--- src/rtl/cache_pkg.sv ---
// ============================================================================
// Module      : cache_pkg
// Description : Shared types, geometry constants and PLRU/address helpers for
//               the 4-way cache miss/fill controller.
//               Geometry: SETS sets, word-granular 32-bit addresses laid out as
//               {tag[TAG_W], index[INDEX_W], offset[2]}.
// Revision    : 1.0 - initial release
// ============================================================================
`default_nettype none

package cache_pkg;

    localparam int SETS     = 16;
    localparam int WAYS     = 4;
    localparam int OFFSET_W = 2;
    localparam int INDEX_W  = $clog2(SETS);
    localparam int TAG_W    = 32 - INDEX_W - OFFSET_W;

    typedef enum logic [1:0] {
        ST_IDLE      = 2'd0,
        ST_WRITEBACK = 2'd1,
        ST_FETCH     = 2'd2,
        ST_FILL      = 2'd3
    } ctrl_state_t;

    function automatic logic [TAG_W-1:0] addr_tag(input logic [31:0] addr);
        return addr[31 -: TAG_W];
    endfunction

    function automatic logic [INDEX_W-1:0] addr_index(input logic [31:0] addr);
        return addr[OFFSET_W +: INDEX_W];
    endfunction

    // Tree PLRU, bits {b2,b1,b0}: b0 picks the half, b1/b2 pick within a half.
    function automatic logic [1:0] plru_victim(input logic [2:0] bits);
        if (bits[0]) begin
            return bits[2] ? 2'd3 : 2'd2;
        end
        return bits[1] ? 2'd1 : 2'd0;
    endfunction

    // Point the tree away from the way just accessed.
    function automatic logic [2:0] plru_update(input logic [2:0] bits,
                                              input logic [1:0] way);
        logic [2:0] nb;
        nb    = bits;
        nb[0] = ~way[1];
        if (!way[1]) begin
            nb[1] = ~way[0];
        end else begin
            nb[2] = ~way[0];
        end
        return nb;
    endfunction

endpackage

`default_nettype wire

--- src/rtl/cache_miss_ctrl_plru4.sv ---
// ============================================================================
// Module      : plru4
// Description : Per-set 3-bit tree-PLRU storage for a 4-way cache.
//               Ports:
//                 CLK, RST          clock, async active-low reset (all bits 0)
//                 update_en         apply an access to update_index/update_way
//                 update_index/way  set and way being accessed
//                 read_index        set whose victim is reported
//                 victim            combinational PLRU victim of read_index
// Revision    : 1.0 - initial release
// ============================================================================
`default_nettype none

module plru4
    import cache_pkg::*;
(
    input  logic               CLK,
    input  logic               RST,
    input  logic               update_en,
    input  logic [INDEX_W-1:0] update_index,
    input  logic [1:0]         update_way,
    input  logic [INDEX_W-1:0] read_index,
    output logic [1:0]         victim
);

    logic [2:0] r_bits [SETS];

    always_ff @(posedge CLK or negedge RST) begin
        if (!RST) begin
            for (int s = 0; s < SETS; s++) begin
                r_bits[s] <= 3'b000;
            end
        end else if (update_en) begin
            r_bits[update_index] <= plru_update(r_bits[update_index], update_way);
        end
    end

    assign victim = plru_victim(r_bits[read_index]);

endmodule

`default_nettype wire

--- src/rtl/cache_miss_ctrl.sv ---
// ============================================================================
// Module      : cache_miss_ctrl
// Description : Miss/fill controller beside a 4-way set-associative lookup
//               array. Keeps PLRU state, writes back dirty victims, fetches
//               the missing word and issues a one-cycle fill write. Stalls
//               the pipeline from the miss cycle until the replay hits.
//               Ports:
//                 CLK, RST                  clock, async active-low reset
//                 req_valid/we/addr/wdata   CPU access
//                 hit, hit_way              lookup result for req_addr
//                 way_valid/dirty/tag/data  contents of the indexed set
//                 stall                     hold the pipeline
//                 mem_rd_req/wr_req         level requests, held until mem_ack
//                 mem_addr/wdata            request address / writeback data
//                 mem_ack, mem_rdata        request completion / read data
//                 fill_en/way/index/tag/data/dirty  array write port
// Revision    : 1.0 - initial release
// ============================================================================
`default_nettype none

module cache_miss_ctrl
    import cache_pkg::*;
(
    input  logic                 CLK,
    input  logic                 RST,
    input  logic                 req_valid,
    input  logic                 req_we,
    input  logic [31:0]          req_addr,
    input  logic [31:0]          req_wdata,
    input  logic                 hit,
    input  logic [1:0]           hit_way,
    input  logic [WAYS-1:0]      way_valid,
    input  logic [WAYS-1:0]      way_dirty,
    input  logic [WAYS*TAG_W-1:0] way_tag,
    input  logic [WAYS*32-1:0]   way_data,
    output logic                 stall,
    output logic                 mem_rd_req,
    output logic                 mem_wr_req,
    output logic [31:0]          mem_addr,
    output logic [31:0]          mem_wdata,
    input  logic                 mem_ack,
    input  logic [31:0]          mem_rdata,
    output logic                 fill_en,
    output logic [1:0]           fill_way,
    output logic [INDEX_W-1:0]   fill_index,
    output logic [TAG_W-1:0]     fill_tag,
    output logic [31:0]          fill_data,
    output logic                 fill_dirty
);

    ctrl_state_t        r_state;
    logic [TAG_W-1:0]   r_tag;
    logic [INDEX_W-1:0] r_index;
    logic               r_we;
    logic [31:0]        r_wdata;
    logic [1:0]         r_victim;
    logic [TAG_W-1:0]   r_vtag;
    logic [31:0]        r_vdata;
    logic [31:0]        r_rdata;

    logic [1:0]         w_plru_victim;
    logic [1:0]         w_victim;
    logic               w_found_invalid;
    logic [TAG_W-1:0]   w_vtag;
    logic [31:0]        w_vdata;
    logic               w_idle_active;
    logic               w_miss;
    logic               w_hit_access;
    logic               w_plru_en;
    logic [INDEX_W-1:0] w_plru_index;
    logic [1:0]         w_plru_way;
    logic               w_unused;

    // Offset bits never matter: the controller is word-granular.
    assign w_unused = ^req_addr[OFFSET_W-1:0];

    // Combinational outputs in IDLE depend on live inputs; gating them with
    // RST keeps every output at 0 while reset is held.
    assign w_idle_active = (r_state == ST_IDLE) && RST && req_valid;
    assign w_miss        = w_idle_active && !hit;
    assign w_hit_access  = w_idle_active && hit;

    // Victim: lowest-index invalid way, otherwise the PLRU choice.
    always_comb begin
        w_victim        = w_plru_victim;
        w_found_invalid = 1'b0;
        for (int w = 0; w < WAYS; w++) begin
            if (!w_found_invalid && !way_valid[w]) begin
                w_victim        = 2'(w);
                w_found_invalid = 1'b1;
            end
        end
    end

    assign w_vtag  = way_tag[int'(w_victim)*TAG_W +: TAG_W];
    assign w_vdata = way_data[int'(w_victim)*32 +: 32];

    // Hits in IDLE and the fill of a victim are the only PLRU accesses; they
    // cannot coincide because they belong to different states.
    assign w_plru_en    = w_hit_access || (r_state == ST_FILL);
    assign w_plru_index = (r_state == ST_FILL) ? r_index  : addr_index(req_addr);
    assign w_plru_way   = (r_state == ST_FILL) ? r_victim : hit_way;

    plru4 u_plru (
        .CLK          (CLK),
        .RST          (RST),
        .update_en    (w_plru_en),
        .update_index (w_plru_index),
        .update_way   (w_plru_way),
        .read_index   (addr_index(req_addr)),
        .victim       (w_plru_victim)
    );

    always_ff @(posedge CLK or negedge RST) begin
        if (!RST) begin
            r_state  <= ST_IDLE;
            r_tag    <= '0;
            r_index  <= '0;
            r_we     <= 1'b0;
            r_wdata  <= '0;
            r_victim <= '0;
            r_vtag   <= '0;
            r_vdata  <= '0;
            r_rdata  <= '0;
        end else begin
            case (r_state)
                ST_IDLE: begin
                    if (w_miss) begin
                        r_tag    <= addr_tag(req_addr);
                        r_index  <= addr_index(req_addr);
                        r_we     <= req_we;
                        r_wdata  <= req_wdata;
                        r_victim <= w_victim;
                        r_vtag   <= w_vtag;
                        r_vdata  <= w_vdata;
                        r_state  <= (way_valid[w_victim] && way_dirty[w_victim])
                                    ? ST_WRITEBACK : ST_FETCH;
                    end
                end
                ST_WRITEBACK: begin
                    if (mem_ack) begin
                        r_state <= ST_FETCH;
                    end
                end
                ST_FETCH: begin
                    if (mem_ack) begin
                        r_rdata <= mem_rdata;
                        r_state <= ST_FILL;
                    end
                end
                ST_FILL: begin
                    r_state <= ST_IDLE;
                end
                default: begin
                    r_state <= ST_IDLE;
                end
            endcase
        end
    end

    always_comb begin
        stall      = w_miss || (r_state != ST_IDLE);
        mem_rd_req = (r_state == ST_FETCH);
        mem_wr_req = (r_state == ST_WRITEBACK);
        mem_addr   = '0;
        mem_wdata  = '0;
        fill_en    = 1'b0;
        fill_way   = '0;
        fill_index = '0;
        fill_tag   = '0;
        fill_data  = '0;
        fill_dirty = 1'b0;

        case (r_state)
            ST_IDLE: begin
                // Store hit writes straight into the array without stalling.
                if (w_hit_access && req_we) begin
                    fill_en    = 1'b1;
                    fill_way   = hit_way;
                    fill_index = addr_index(req_addr);
                    fill_tag   = addr_tag(req_addr);
                    fill_data  = req_wdata;
                    fill_dirty = 1'b1;
                end
            end
            ST_WRITEBACK: begin
                mem_addr  = {r_vtag, r_index, 2'b00};
                mem_wdata = r_vdata;
            end
            ST_FETCH: begin
                mem_addr = {r_tag, r_index, 2'b00};
            end
            ST_FILL: begin
                fill_en    = 1'b1;
                fill_way   = r_victim;
                fill_index = r_index;
                fill_tag   = r_tag;
                fill_data  = r_we ? r_wdata : r_rdata;
                fill_dirty = r_we;
            end
            default: begin
                stall = 1'b0;
            end
        endcase
    end

endmodule

`default_nettype wire

--- config.mk ---
export PLATFORM = sky130hd
export DESIGN_NAME = cache_miss_ctrl
export DESIGN_NICKNAME = d
export VERILOG_FILES = /design/src/rtl/cache_pkg.sv /design/src/rtl/cache_miss_ctrl_plru4.sv /design/src/rtl/cache_miss_ctrl.sv
export SDC_FILE = /design/constraint.sdc
export NUM_CORES = 1
export LEC_CHECK = 0
export BUFFER_PORTS_ARGS = -buffer_cell sky130_fd_sc_hd__buf_2
export CORE_AREA = 3 3 186 188
export DETAILED_ROUTE_END_ITERATION = 6
export DIE_AREA = 0 0 189 191
export PLACE_DENSITY = 0.59
export REMOVE_ABC_BUFFERS = 1
export SLEW_MARGIN = 20
export SYNTH_ARGS = -nofsm -noshare
export SYNTH_HDL_FRONTEND = slang
export SYNTH_SLANG_ARGS = --single-unit
--- constraint.sdc ---
create_clock -name CLK -period 9.35 [get_ports CLK]
set_clock_uncertainty 0.15 [all_clocks]
set_input_delay 1.87 -clock CLK [delete_from_list [all_inputs] [get_ports CLK]]
set_output_delay 1.87 -clock CLK [all_outputs]
set_load 0.005 [all_outputs]
# Word-level counts from Yosys, hierarchy flattened
# Cells that the tools add are included.
[word_totals]
romBits = 0
ramBits = 0
reg_bits = 205
latch_bits = 0
memories = 0
[classes]
eq_ne = 6
n_mul = 1
shifts = 2
addsub = 0
n_lt_le_gt_ge = 4
div_mod_pow = 0
mux = 50
n_reduce_logical = 23
bitwise = 4
[op_table]
columns = ["op", "n"]
rows = [
  ["32-bit case mux with 2 select lines", 2],
  ["128-bit by 8-bit variable part select with 32-bit output", 1],
  ["104-bit by 8-bit variable part select with 26-bit output", 1],
  ["32-bit two-way mux", 3],
  ["26-bit case mux with 2 select lines", 1],
  ["48-bit bitwise mux", 1],
  ["26-bit two-way mux", 1],
  ["3-bit binary-select mux with 4-bit select", 2],
  ["2-bit two-way mux", 12],
  ["3-bit two-way mux", 5],
  ["1-bit two-way mux", 13],
  ["3-bit demux with 4-bit select", 1],
  ["5-bit greater-or-equal comparator, second input constant", 2],
  ["1-bit logical AND", 10],
  ["4-bit NOT with 5-bit output", 2],
  ["4-bit two-way mux", 2],
  ["2-bit case mux with 4 select lines", 1],
  ["4-bit case mux with 2 select lines", 1],
  ["1-bit zero test", 6],
  ["2-bit by 4-bit multiplier with 6-bit output, second input constant", 1],
  ["5-bit by 1-bit less-than comparator with 1-bit output, second input constant", 1],
  ["1-bit binary-select mux with 2-bit select", 2],
  ["2-bit equality test, second input constant", 2],
  ["2-bit by 1-bit != test with 1-bit output, second input constant", 2],
  ["other kinds (11)", 15],
]

# Longest topological paths before layout
# Gate-level depths: netlist of run 1.
[logic_depth]
ltp_word = 17
depth_mapped = 12
depth_no_buf = 9

# By module
# From an unflattened synthesis of run 1, not the netlist that was laid out.
[hier_totals]
hier_cells = 1290
hier_area_um2 = 12056.6
[by_module_without_submodules]
columns = ["mod", "cells_each", "area_per_inst_um2", "seq_area_each_um2", "n_inst"]
rows = [
  ["cache_miss_ctrl", 1031, 9310.2, 3928.8, 1],
  ["plru4", 259, 2746.4, 1201.2, 1],
]

# Worst setup path after synthesis of run 1
# No wires, ideal clock.
[synth_path]
path_kind = "in2out"
startpoint = "in req_valid"
endpoint = "out fill_data[17]"
arrival_time_ns = 3.038
required_time_ns = 7.330
path_stages = 6
slack_ns = 4.292
cell_sequence = "and3_1 -> and3_1 -> clkbuf_1 -> buf_1 -> a22oi_1 -> nor2_1"
[synth_between]
elab_chain_len = 5
[synth_rtl]
columns = ["element", "line", "rtl"]
rows = [
  ["start: declaration", "cache_miss_ctrl.sv:26", "input logic req_valid,"],
  ["1-bit logical AND", "cache_miss_ctrl.sv:79", "assign w_idle_active = (r_state == ST_IDLE) && RST && req_valid;"],
  ["1-bit logical AND", "cache_miss_ctrl.sv:81", "assign w_hit_access = w_idle_active && hit;"],
  ["1-bit logical AND", "cache_miss_ctrl.sv:177", "if (w_hit_access && req_we) begin"],
  ["32-bit two-way mux", "cache_miss_ctrl.sv:177", ""],
  ["32-bit case mux with 2 select lines", "cache_miss_ctrl.sv:174", "case (r_state)"],
  ["end: declaration", "cache_miss_ctrl.sv:47", "output logic [31:0] fill_data,"],
]
# Every way passes these cells.

# Worst setup path in the final report of run 1
[layout_path]
startpoint = "in RST"
endpoint = "out fill_tag[15]"
[layout_between]
elab_chain_len = 6
[layout_rtl]
columns = ["element", "line", "rtl"]
rows = [
  ["start: declaration", "cache_miss_ctrl.sv:25", "input logic RST,"],
  ["1-bit logical AND (2 in a row)", "cache_miss_ctrl.sv:79", ""],
  ["1-bit logical AND", "cache_miss_ctrl.sv:81", ""],
  ["1-bit logical AND", "cache_miss_ctrl.sv:177", ""],
  ["26-bit two-way mux", "cache_miss_ctrl.sv:177", ""],
  ["26-bit case mux with 2 select lines", "cache_miss_ctrl.sv:174", ""],
  ["end: declaration", "cache_miss_ctrl.sv:46", "output logic [TAG_W-1:0] fill_tag,"],
]
# Every way passes these cells.

==> metrics.yaml, run 1 <==
crit_required_ps: 7330
fin_nets: 2086
p_per_area_mw_per_mm2: 290.7
cts_resized: 0
path_buf_inv: 3
dpl_worst_slack_ps: 2560
grt_pass1_vias: 11850
syn_area_sq_mm: 0.01220
whs_ps: 325.6
cp_data_arrival_time_ps: 4730
path_delay_family: "simple AND/OR/NAND/NOR gates"
holdPathStages: 2
mostFrequentLayoutCells: "471 x buf_2, 236 x nand2_1, 204 x dfrtp_1, 131 x nor2_1, 100 x mux2_2"
use_met2_pct: 42.35
crit_chain: "clkbuf_8, and3_1, and3_2, buf_4, a22oi_1, nor2_1, buf_2"
timing.rr.end: "r_vtag[24]"
endpoint_kind: "output pin"
synth_top_flop_cell: "dfrtp_1"
portBuffers: 472
core_area_sq_mm: 0.03328
layout-drive-gt1-share_pct: 38.84
die-area_sq_mm: 0.03610
start_kind: "input port"
viasPerCell: 5.442
hold_class: "flip-flop to flip-flop"
dieWidth_um: 189
grt_util_met3_pct: 3.851
rsz0062_at_grt: "false"
fillCellCount: 3299
cts_hold_buf: 0
multi_input_area_sq_mm: 0.006591
synth_edf_count: 0
initial_core_util_pct: 36.66
timing_worst_setup_path_type: "input port to output pin"
cpPeakStageDelay_ps: 890
hpwl_um: 32610
vias: 12032
layout_setup_ws_ps: 2599
place_area_sq_mm: 0.01483
grt_antenna_before_repair: 6
synth_area_leaders: "dfrtp_1 42%, mux2_2 9.2%, nand2_1 7.3%"
final_util_pct: 47.04
finalInstanceArea_sq_mm: 0.01566
critPathSlowestCell: "and3_2"
async_flop_share_pct: 100.0
setup_viol: 0
grt_first_pass_wirelength_um: 71150
max-slew-margin-rel_pct: 28.51
rr_worst_depth: 8
final_common_cell: "buf_2"
track_usage_pct: 24.99
dieHeight_um: 191
synth_area_per_cell_sq_um: 9.112
grt_overflow: 0
drtIter0Drc: 819
totalPowerFinal_mw: 4.550
seqCellArea_sq_mm: 0.005131
worstSkewPairLatency_ps: 530
drc: 0
ctsHtreeMaxLevel: 1
synth.distinct_cells: 38
firstDrtPassIters: 5
root_buffer: "clkbuf_16"
cts_buffers: 25
synth_cells: 1339
post_cts_buffers: 0
gp_congestion: 0.8741
rrSetupSlack_ps: 5380
hp-start: "r_wdata[5]"
tightestPinTransition_ps: 1072
grt_max_degree: 86
drtAntennaViolNets: 0
path_clk_slew_ps: 60
rows: 67
cts_buffer_depth: 3
grt_most_used_layer: "met2"
routedWlPerCell_um: 21.33
status: "complete, no violations"
use_met1_pct: 33.32
r2r_start: "u_plru.r_bits[37]"
max_clock_freq_mhz: 148.1
yosysTopAreaCell: "dfrtp_1"
leakage_nw: 7.694
whs_endpoint: "r_wdata[5]"
peakVddDrop_v: 0.0001642
cap_violations: 0
ys_seq_area_share_pct: 42.05
slew_violations: 0
pin_count: 477
wirelength_um: 47170
synth_top_cell_area_share_pct: 42.05
crit_fanout: 85
finalHoldViolCount: 0
ys_seq_elements: 205
numClockSinks: 205
area_delta_synth_final_pct: 28.31
period_needed_ps: 6751
synth_warnings: 0
tritoncts: "done"
fin_crit_sh_pct: 72.21
==> worst min-delay path, cell delays in order (launching register included) <==
cell and delay, ps:
dfrtp_1 340, nand2_1 50, nand2_1 50
==> report_power, final <==
group,switching [mW],internal (mW)
clock network,0.398,0.553
logic,1.09,0.901
registers,0.289,1.32
total,1.77,2.78
==> how the worst max path moves through the flow <==
| stage | from | to | slack [ps] | cells past startpoint |
|---|---|---|---|---|
| global route | RST | fill_tag[15] | 2350 | 7 |
| CTS | RST | fill_tag[15] | 2560 | 7 |
| finish | RST | fill_tag[15] | 2600 | 7 |
| floorplan | req_addr[2] | r_vdata[10] | -860 | 7 |
| global placement | RST | fill_tag[15] | 2530 | 7 |
| detailed placement | RST | fill_tag[15] | 2560 | 7 |
==> through the flow <==
stage	instances	setup TNS [ps]
2_1_floorplan	1219	-50060
3_5_place_dp	2159	0
5_1_grt	2210	0
3_3_place_gp	2159	0
4_1_cts	2204	0
6_report	2211	0
==> registers in the layout, indices dropped and copies added, names as in the netlist <==
signal	flops
r_rdata	32
r_we	1
r_vdata	32
r_index	4
u_plru.r_bits	48
r_tag	26
r_wdata	32
r_state	2
r_victim	2
r_vtag	26
==> synth_stat cells, types with 2 or more instances <==
master    count
nand2_1     236
dfrtp_1     205
nor2_1      131
mux2_2      100
a22oi_1      87
clkbuf_1     86
o21ai_0      67
a21oi_1      63
and3_1       62
a21boi_0     58
a221oi_1     48
and2_1       39
nor2b_1      32
mux4_2       21
o21ai_1      18
buf_1        16
a221oi_2     10
buf_4         9
inv_1         9
buf_2         8
mux2i_1       7
ha_1          4
nand2b_1      3
o21a_1        3
buf_6         2
nor3b_2       2
o211ai_1      2
==> cell type report <==
| cell class | count | area share, % |
|---|---|---|
| clock buffer | 34 | 4.468 |
| clock inverter | 11 | 0.6394 |
| tap | 448 | 3.581 |
| multi-input combinational | 1005 | 42.10 |
| sequential | 205 | 32.78 |
| antenna | 7 | 0.1119 |
| timing repair buffer | 492 | 16.10 |
| inverter | 9 | 0.2158 |
==> kinds of logic (layout without fill, tap and decap cells) <==
logic type | after synthesis | after routing | synth area share [%]
mux | 129 | 129 | 13.79
flops | 205 | 205 | 42.05
buf+inv | 130 | 546 | 4.482
compound gates | 364 | 364 | 20.66
simple gates | 506 | 506 | 18.57
other cells | 1 | 9 | 0.03074
fa+ha+maj | 4 | 4 | 0.4102
==> per-layer routing <==
metal  vias to the layer above  part of all wire, %  wire (um)
met4                         0                  2.9       1388
met3                        79                  5.9       2790
met1                      5980                   43      20100
li1                       5555                    -          -
met2                       418                   49      22890
met5                         -                    0          0
Power figures use the tool's default switching activity.
==> inputs of run 2 (changes only) <==
==> constraint.sdc (replaced) <==
create_clock -name CLK -period 6.5 [get_ports CLK]
set_clock_uncertainty 0.15 [all_clocks]
set_input_delay 1.3 -clock CLK [delete_from_list [all_inputs] [get_ports CLK]]
set_output_delay 1.3 -clock CLK [all_outputs]
set_load 0.005 [all_outputs]
==> run 2 against run 1 <==
Compared with the run above: design area increased by 0.69%; clock-buffer cell count up 1; worst setup slack worse by 840 ps; via count is 0.50% higher; first-iteration DRC count shrank 7.2%; sequential cell count stayed put; routed wire length about the same; global-route usage fell by 0.38 points; highest routed layer is now met5.
==> metrics.yaml, run 2 (synthesized netlist as in run 1, its figures left out) <==
largest-register: "u_plru.r_bits"  # unchanged
power.share.combinational_pct: 43.1  # was 43.7%
rsz0062_at_grt: "false"  # unchanged
finalInstanceArea_sq_mm: 0.01576  # was 0.01566 sq mm
status: "complete, no violations"  # unchanged
worstSkewPairLatency_ps: 530  # about the same
critPathSlowestCell: "clkbuf_8"  # was and3_2
max_clock_freq_mhz: 211.1
path_delay_family: "buffers and inverters"  # was simple AND/OR/NAND/NOR gates
cts_buffer_depth: 3  # unchanged
setup_viol: 0  # unchanged
grt_first_pass_wirelength_um: 69870  # was 71150 um
timing_worst_setup_path_type: "input port to output pin"  # unchanged
slew_violations: 0  # unchanged
seqCellArea_sq_mm: 0.005131  # unchanged
finalHoldViolCount: 0  # unchanged
whs_endpoint: "r_wdata[28]"  # was r_wdata[5]
p_sw_share_pct: 38.17  # was 38.99%
p_int_mw: 4.101  # was 2.776 mW
drc: 0  # unchanged
p_per_area_mw_per_mm2: 420.8  # was 290.7 mW/mm^2
endpoint_kind: "output pin"  # unchanged
track_usage_pct: 24.62  # was 24.99%
place_inst: 2156  # was 2159
path_clk_slew_ps: 50  # was 60 ps
initial_core_util_pct: 36.66  # unchanged
dieHeight_um: 191  # unchanged
firstDrtPassIters: 5  # unchanged
ctsHtreeMaxLevel: 1  # unchanged
drtAntennaViolNets: 0  # unchanged
cap_violations: 0  # unchanged
instances_no_fill: 2212  # was 2211
portBuffers: 472  # unchanged
post_cts_buffers: 0  # unchanged
grt_max_degree: 139  # was 86
crit_fanout: 69  # was 85
mostFrequentLayoutCells: "471 x buf_2, 236 x nand2_1, 204 x dfrtp_1, 131 x nor2_1, 100 x mux2_2"  # unchanged
grt_overflow: 0  # unchanged
multi_input_area_sq_mm: 0.006591  # unchanged
drtIter0Drc: 760  # was 819
timing.rr.end: "u_plru.r_bits[5]"  # was r_vtag[24]
cts_resized: 0  # unchanged
leakage_nw: 7.751  # was 7.694 nW
rows: 67  # unchanged
die-area_sq_mm: 0.03610  # unchanged
wirelength_um: 47160  # was 47170 um
gp_congestion: 0.8674  # was 0.8741
core_area_sq_mm: 0.03328  # unchanged
r2r_start: "r_state[0]"  # was u_plru.r_bits[37]
cpPeakStageDelay_ps: 460  # was 890 ps
layout-drive-gt1-share_pct: 38.71  # was 38.84%
path_buf_inv: 3  # unchanged
fillCellCount: 3300  # was 3299
largest_reg_flops: 48  # unchanged
tightestPinTransition_ps: 1025  # was 1072 ps
final_common_cell: "buf_2"  # unchanged
dieWidth_um: 189  # unchanged
place_area_sq_mm: 0.01487  # was 0.01483 sq mm
area_delta_synth_final_pct: 29.20  # was 28.31%
pin_count: 477  # unchanged
peakVddDrop_v: 0.0002157  # was 0.0001642 V
rrSetupSlack_ps: 2500  # was 5380 ps
fin_nets: 2084  # was 2086
grt_antenna_before_repair: 11  # was 6
root_buffer: "clkbuf_16"  # unchanged
crit_chain: "clkbuf_8, and3_1, and3_2, buf_12, a22oi_1, nor2_1, buf_2"  # was clkbuf_8, and3_1, and3_2, buf_4, a22oi_1, nor2_1, buf_2
cp_data_arrival_time_ps: 3290  # was 4730 ps
p_switching_mw: 2.532  # was 1.774 mW
seqPwrFrac_pct: 34.9  # was 35.4%
critPathLaunch: "RST"  # unchanged
hp-start: "r_wdata[28]"  # was r_wdata[5]
cts_buffers: 26  # was 25
fin_crit_sh_pct: 72.89
worst-path-stages: 7  # unchanged
clkPwrFrac_pct: 22.0  # was 20.9%
cts_hold_buf: 0  # unchanged
hold_class: "flip-flop to flip-flop"  # unchanged
totalPowerFinal_mw: 6.633  # was 4.550 mW
routedWlPerCell_um: 21.32  # was 21.33 um
grt_pass1_vias: 11712  # was 11850
numClockSinks: 205  # unchanged
vias: 12092  # was 12032
hpwl_um: 32160  # was 32610 um
crit_required_ps: 5050  # was 7330 ps
max-slew-margin-rel_pct: 31.64  # was 28.51%
viasPerCell: 5.467  # was 5.442
tritoncts: "done"  # unchanged
holdPathStages: 2  # unchanged
period_needed_ps: 4738
rr_worst_depth: 8  # unchanged
start_kind: "input port"  # unchanged
[run 2: changes by cell type in the layout (fill, tap and decap cells not counted)]
cell	delta
inv_6	-1
bufinv_16	+2
diode_2	+3
clkinvlp_4	-5
clkinv_2	+4
clkbuf_16	+2
clkbuf_1	+1
clkbuf_8	-2
buf_12	+5
buf_4	-8
[run 2: metrics by stage]
step           worst slack, ps  setup TNS (ps)  hold WS (ps)  util [%]
3_3_place_gp              1527               0         302.2     44.68
2_1_floorplan            -3140         -189140         290.1         -
4_1_cts                   1723               0         321.7     47.26
5_1_grt                   1588               0         343.2     47.35
3_5_place_dp              1478               0         306.5     44.68
6_report                  1762               0         320.8     47.36
[run 2: power by group through the flow]
| stage | Sequential, mW | Combinational (mW) | Clock, mW |
|---|---|---|---|
| after detailed placement | 2.33 | 2.87 | 0 |
| after global routing | 2.40 | 3.15 | 1.55 |
| after CTS | 2.31 | 2.88 | 1.50 |
| after global placement | 2.30 | 2.83 | 0 |
| after floorplan | 2.19 | 1.81 | 0 |
| final | 2.32 | 2.86 | 1.46 |
[run 2: worst max-delay path by stage]
stage                   end
6_report       fill_tag[23]
5_1_grt        fill_tag[15]
4_1_cts        fill_tag[15]
3_5_place_dp     r_vtag[24]
3_3_place_gp     r_vtag[24]
2_1_floorplan   r_vdata[10]
[run 2: area by class of cell]
type | count | share of cell area (%)
multi-input combinational | 1005 | 41.82
sequential | 205 | 32.55
timing repair buffer | 489 | 16.25
clock buffer | 35 | 4.604
tap | 448 | 3.556
clock inverter | 11 | 0.8493
inverter | 9 | 0.2143
antenna | 10 | 0.1588
[run 2: worst reg2reg max path: cells and delay by family, from the launching register on]
kind	cells	cell delay, ps
AOI/OAI and AO/OA	2	370
buffers and inverters	2	890
DFF	1	430
muxes	3	1550
adders and majority gates	1	510
[run 2: per-layer routing]
metal	share of wire [%]	up-vias	GRT usage [%]	wire (um)
met3	6.9	90	4.163	3235
li1	-	5581	-	-
met4	3.1	2	7.534	1457
met5	0.028	-	0	13
met2	49	498	41.43	22910
met1	41	5921	32.57	19550
==> inputs of run 3 (changes only) <==
--- a/config.mk
+++ b/config.mk
@@ -6,10 +6,10 @@
 export NUM_CORES = 1
 export LEC_CHECK = 0
 export BUFFER_PORTS_ARGS = -buffer_cell sky130_fd_sc_hd__buf_2
-export CORE_AREA = 3 3 186 188
+export CORE_AREA = 3 3 184 186
 export DETAILED_ROUTE_END_ITERATION = 6
-export DIE_AREA = 0 0 189 191
-export PLACE_DENSITY = 0.59
+export DIE_AREA = 0 0 187 189
+export PLACE_DENSITY = 0.63
 export REMOVE_ABC_BUFFERS = 1
 export SLEW_MARGIN = 20
 export SYNTH_ARGS = -nofsm -noshare
==> constraint.sdc (replaced) <==
create_clock -name CLK -period 3.8 [get_ports CLK]
set_clock_uncertainty 0.15 [all_clocks]
set_input_delay 0.76 -clock CLK [delete_from_list [all_inputs] [get_ports CLK]]
set_output_delay 0.76 -clock CLK [all_outputs]
set_load 0.005 [all_outputs]
==> run 3 against run 2 <==
Compared with the run above: via count rose by 1.4%; largest power group unchanged; total power grew 74%; critical endpoint is now fill_tag[0]; utilization rose by 2.6 points; non-clock buffer count rose by 49; die area down 2.1%.
==> metrics.yaml, run 3 (synthesized netlist as in run 1, its figures left out) <==
status: "complete, no violations"  # unchanged
tritoncts: "done"  # unchanged
instances_no_fill: 2253  # was 2212
fin_nets: 2132  # was 2084
hpwl_um: 33940  # was 32160 um
r2r_start: "u_plru.r_bits[0]"  # was r_state[0]
path_clk_slew_ps: 70  # was 50 ps
crit_fanout: 55  # was 69
timing.rr.end: "r_vtag[16]"  # was u_plru.r_bits[5]
start_kind: "flip-flop"  # was input port
track_usage_pct: 25.84  # was 24.62%
grt_antenna_before_repair: 10  # was 11
grt_first_pass_wirelength_um: 72440  # was 69870 um
cts_hold_buf: 0  # unchanged
vias: 12265  # was 12092
pin_count: 477  # unchanged
worstSkewPairLatency_ps: 530  # about the same
ctsHtreeMaxLevel: 1  # unchanged
timing_worst_setup_path_type: "flip-flop to output pin"  # was input port to output pin
die-area_sq_mm: 0.03534  # was 0.03610 sq mm
crit_required_ps: 2890  # was 5050 ps
slew_violations: 0  # unchanged
cts_buffers: 25  # was 26
portBuffers: 472  # unchanged
dieHeight_um: 189  # was 191 um
cp_data_arrival_time_ps: 2750  # was 3290 ps
drtAntennaViolNets: 0  # unchanged
finalHoldViolCount: 0  # unchanged
drtIter0Drc: 795  # was 760
setup_viol: 0  # unchanged
layout-drive-gt1-share_pct: 40.42  # was 38.71%
viasPerCell: 5.444  # was 5.467
cts_buffer_depth: 3  # unchanged
gp_congestion: 0.9290  # was 0.8674
hold_class: "input port to flip-flop"  # was flip-flop to flip-flop
largest-register: "u_plru.r_bits"  # unchanged
initial_core_util_pct: 37.59  # was 36.66%
rrSetupSlack_ps: 620  # was 2500 ps
max_clock_freq_mhz: 273.2
largest_reg_flops: 48  # unchanged
numClockSinks: 205  # unchanged
rsz0062_at_grt: "false"  # unchanged
final_util_pct: 50.01  # was 47.36%
area_delta_synth_final_pct: 33.02  # was 29.20%
dieWidth_um: 187  # was 189 um
peakVddDrop_v: 0.0005554  # was 0.0002157 V
root_buffer: "clkbuf_16"  # unchanged
firstDrtPassIters: 6  # was 5
mostFrequentLayoutCells: "471 x buf_2, 236 x nand2_1, 205 x dfrtp_1, 131 x nor2_1, 100 x mux2_2"  # was 471 x buf_2, 236 x nand2_1, 204 x dfrtp_1, 131 x nor2_1, 100 x mux2_2
endpoint_kind: "output pin"  # unchanged
rr_worst_depth: 9  # was 8
period_needed_ps: 3660
critPathLaunch: "r_state[0]"  # was RST
final_common_cell: "buf_2"  # unchanged
p_per_area_mw_per_mm2: 712.7  # was 420.8 mW/mm^2
leakage_nw: 8.023  # was 7.751 nW
fin_crit_sh_pct: 96.31
rows: 66  # was 67
cap_violations: 0  # unchanged
dpl_worst_slack_ps: -280.8  # was 1478 ps
grt_overflow: 0  # unchanged
max-slew-margin-rel_pct: 35.26  # was 31.64%
post_cts_buffers: 0  # unchanged
grt_pass1_vias: 12183  # was 11712
place_inst: 2199  # was 2156
wirelength_um: 47290  # was 47160 um
cts_resized: 0  # unchanged
grt_max_degree: 119  # was 139
core_area_sq_mm: 0.03245  # was 0.03328 sq mm
tightestPinTransition_ps: 971.0  # was 1025 ps
drc: 0  # unchanged
whs_ps: 292.0  # was 320.8 ps
routedWlPerCell_um: 20.99  # was 21.32 um
timing.setup.tns_ps: 0  # unchanged
layout_setup_ws_ps: 140.2  # was 1762 ps
crit_end: "fill_tag[0]"  # was fill_tag[23]
run 3: cell types whose count changed in the layout (fill, tap and decap cells not counted), sizes merged:
| cell | before | now |
|---|---|---|
| buf | 488 | 537 |
| clkinv | 8 | 4 |
| clkinvlp | 0 | 2 |
| clkbuf | 36 | 35 |
| inv | 9 | 10 |
run 3: critical path, cell delays in order, from the launching register on:
cell     delay [ps]
dfrtp_1         440
inv_1           160
ha_4            230
and3_2          310
and3_2          250
buf_12          260
a22oi_1         130
nor2_1          210
buf_2           190
run 3: metrics by stage:
stage                     area, sq um  power [mW]
after global routing            16230       12.38
after global placement          15340       8.922
after detailed placement        15340       9.085
final                           16230       11.57
after floorplan                 11690       6.840
after CTS                       16200       11.64
run 3: area by class of cell:
type / instances / area [sq um]
Clock buffer: 34 / 719.4
Clock inverter: 10 / 133.9
Tap cell: 442 / 553.0
Sequential cell: 205 / 5130
Inverter: 9 / 33.78
Timing Repair Buffer: 538 / 3045
Fill cell: 3137 / 16220
Antenna cell: 10 / 25.02
Multi-Input combinational cell: 1005 / 6589
run 3: layer usage:
| metal | vias to the layer above | routed length (um) | track usage, % |
|---|---|---|---|
| li1 | 5677 | - | - |
| met4 | 2 | 1199 | 8.084 |
| met2 | 496 | 22830 | 42.73 |
| met3 | 71 | 3225 | 4.869 |
| met1 | 6019 | 20030 | 34.58 |
| met5 | - | 13 | 0 |
run 3: how the worst min path moves through the flow:
stage	slack [ps]	startpoint	to	cells past startpoint
2_1_floorplan	290	r_wdata[0]	r_wdata[0]	2
6_report	290	req_addr[28]	r_tag[22]	3
4_1_cts	270	req_addr[28]	r_tag[22]	3
3_5_place_dp	310	r_wdata[17]	r_wdata[17]	2
3_3_place_gp	300	r_wdata[13]	r_wdata[13]	2
5_1_grt	280	req_addr[31]	r_tag[25]	3
run 3: power breakdown:
part / internal [mW] / total, mW / switching [mW]
Clock: 1.52 / 2.48 / 0.958
Combinational: 2.37 / 5.14 / 2.77
Sequential: 3.26 / 3.94 / 0.689
Total: 7.15 / 11.6 / 4.42
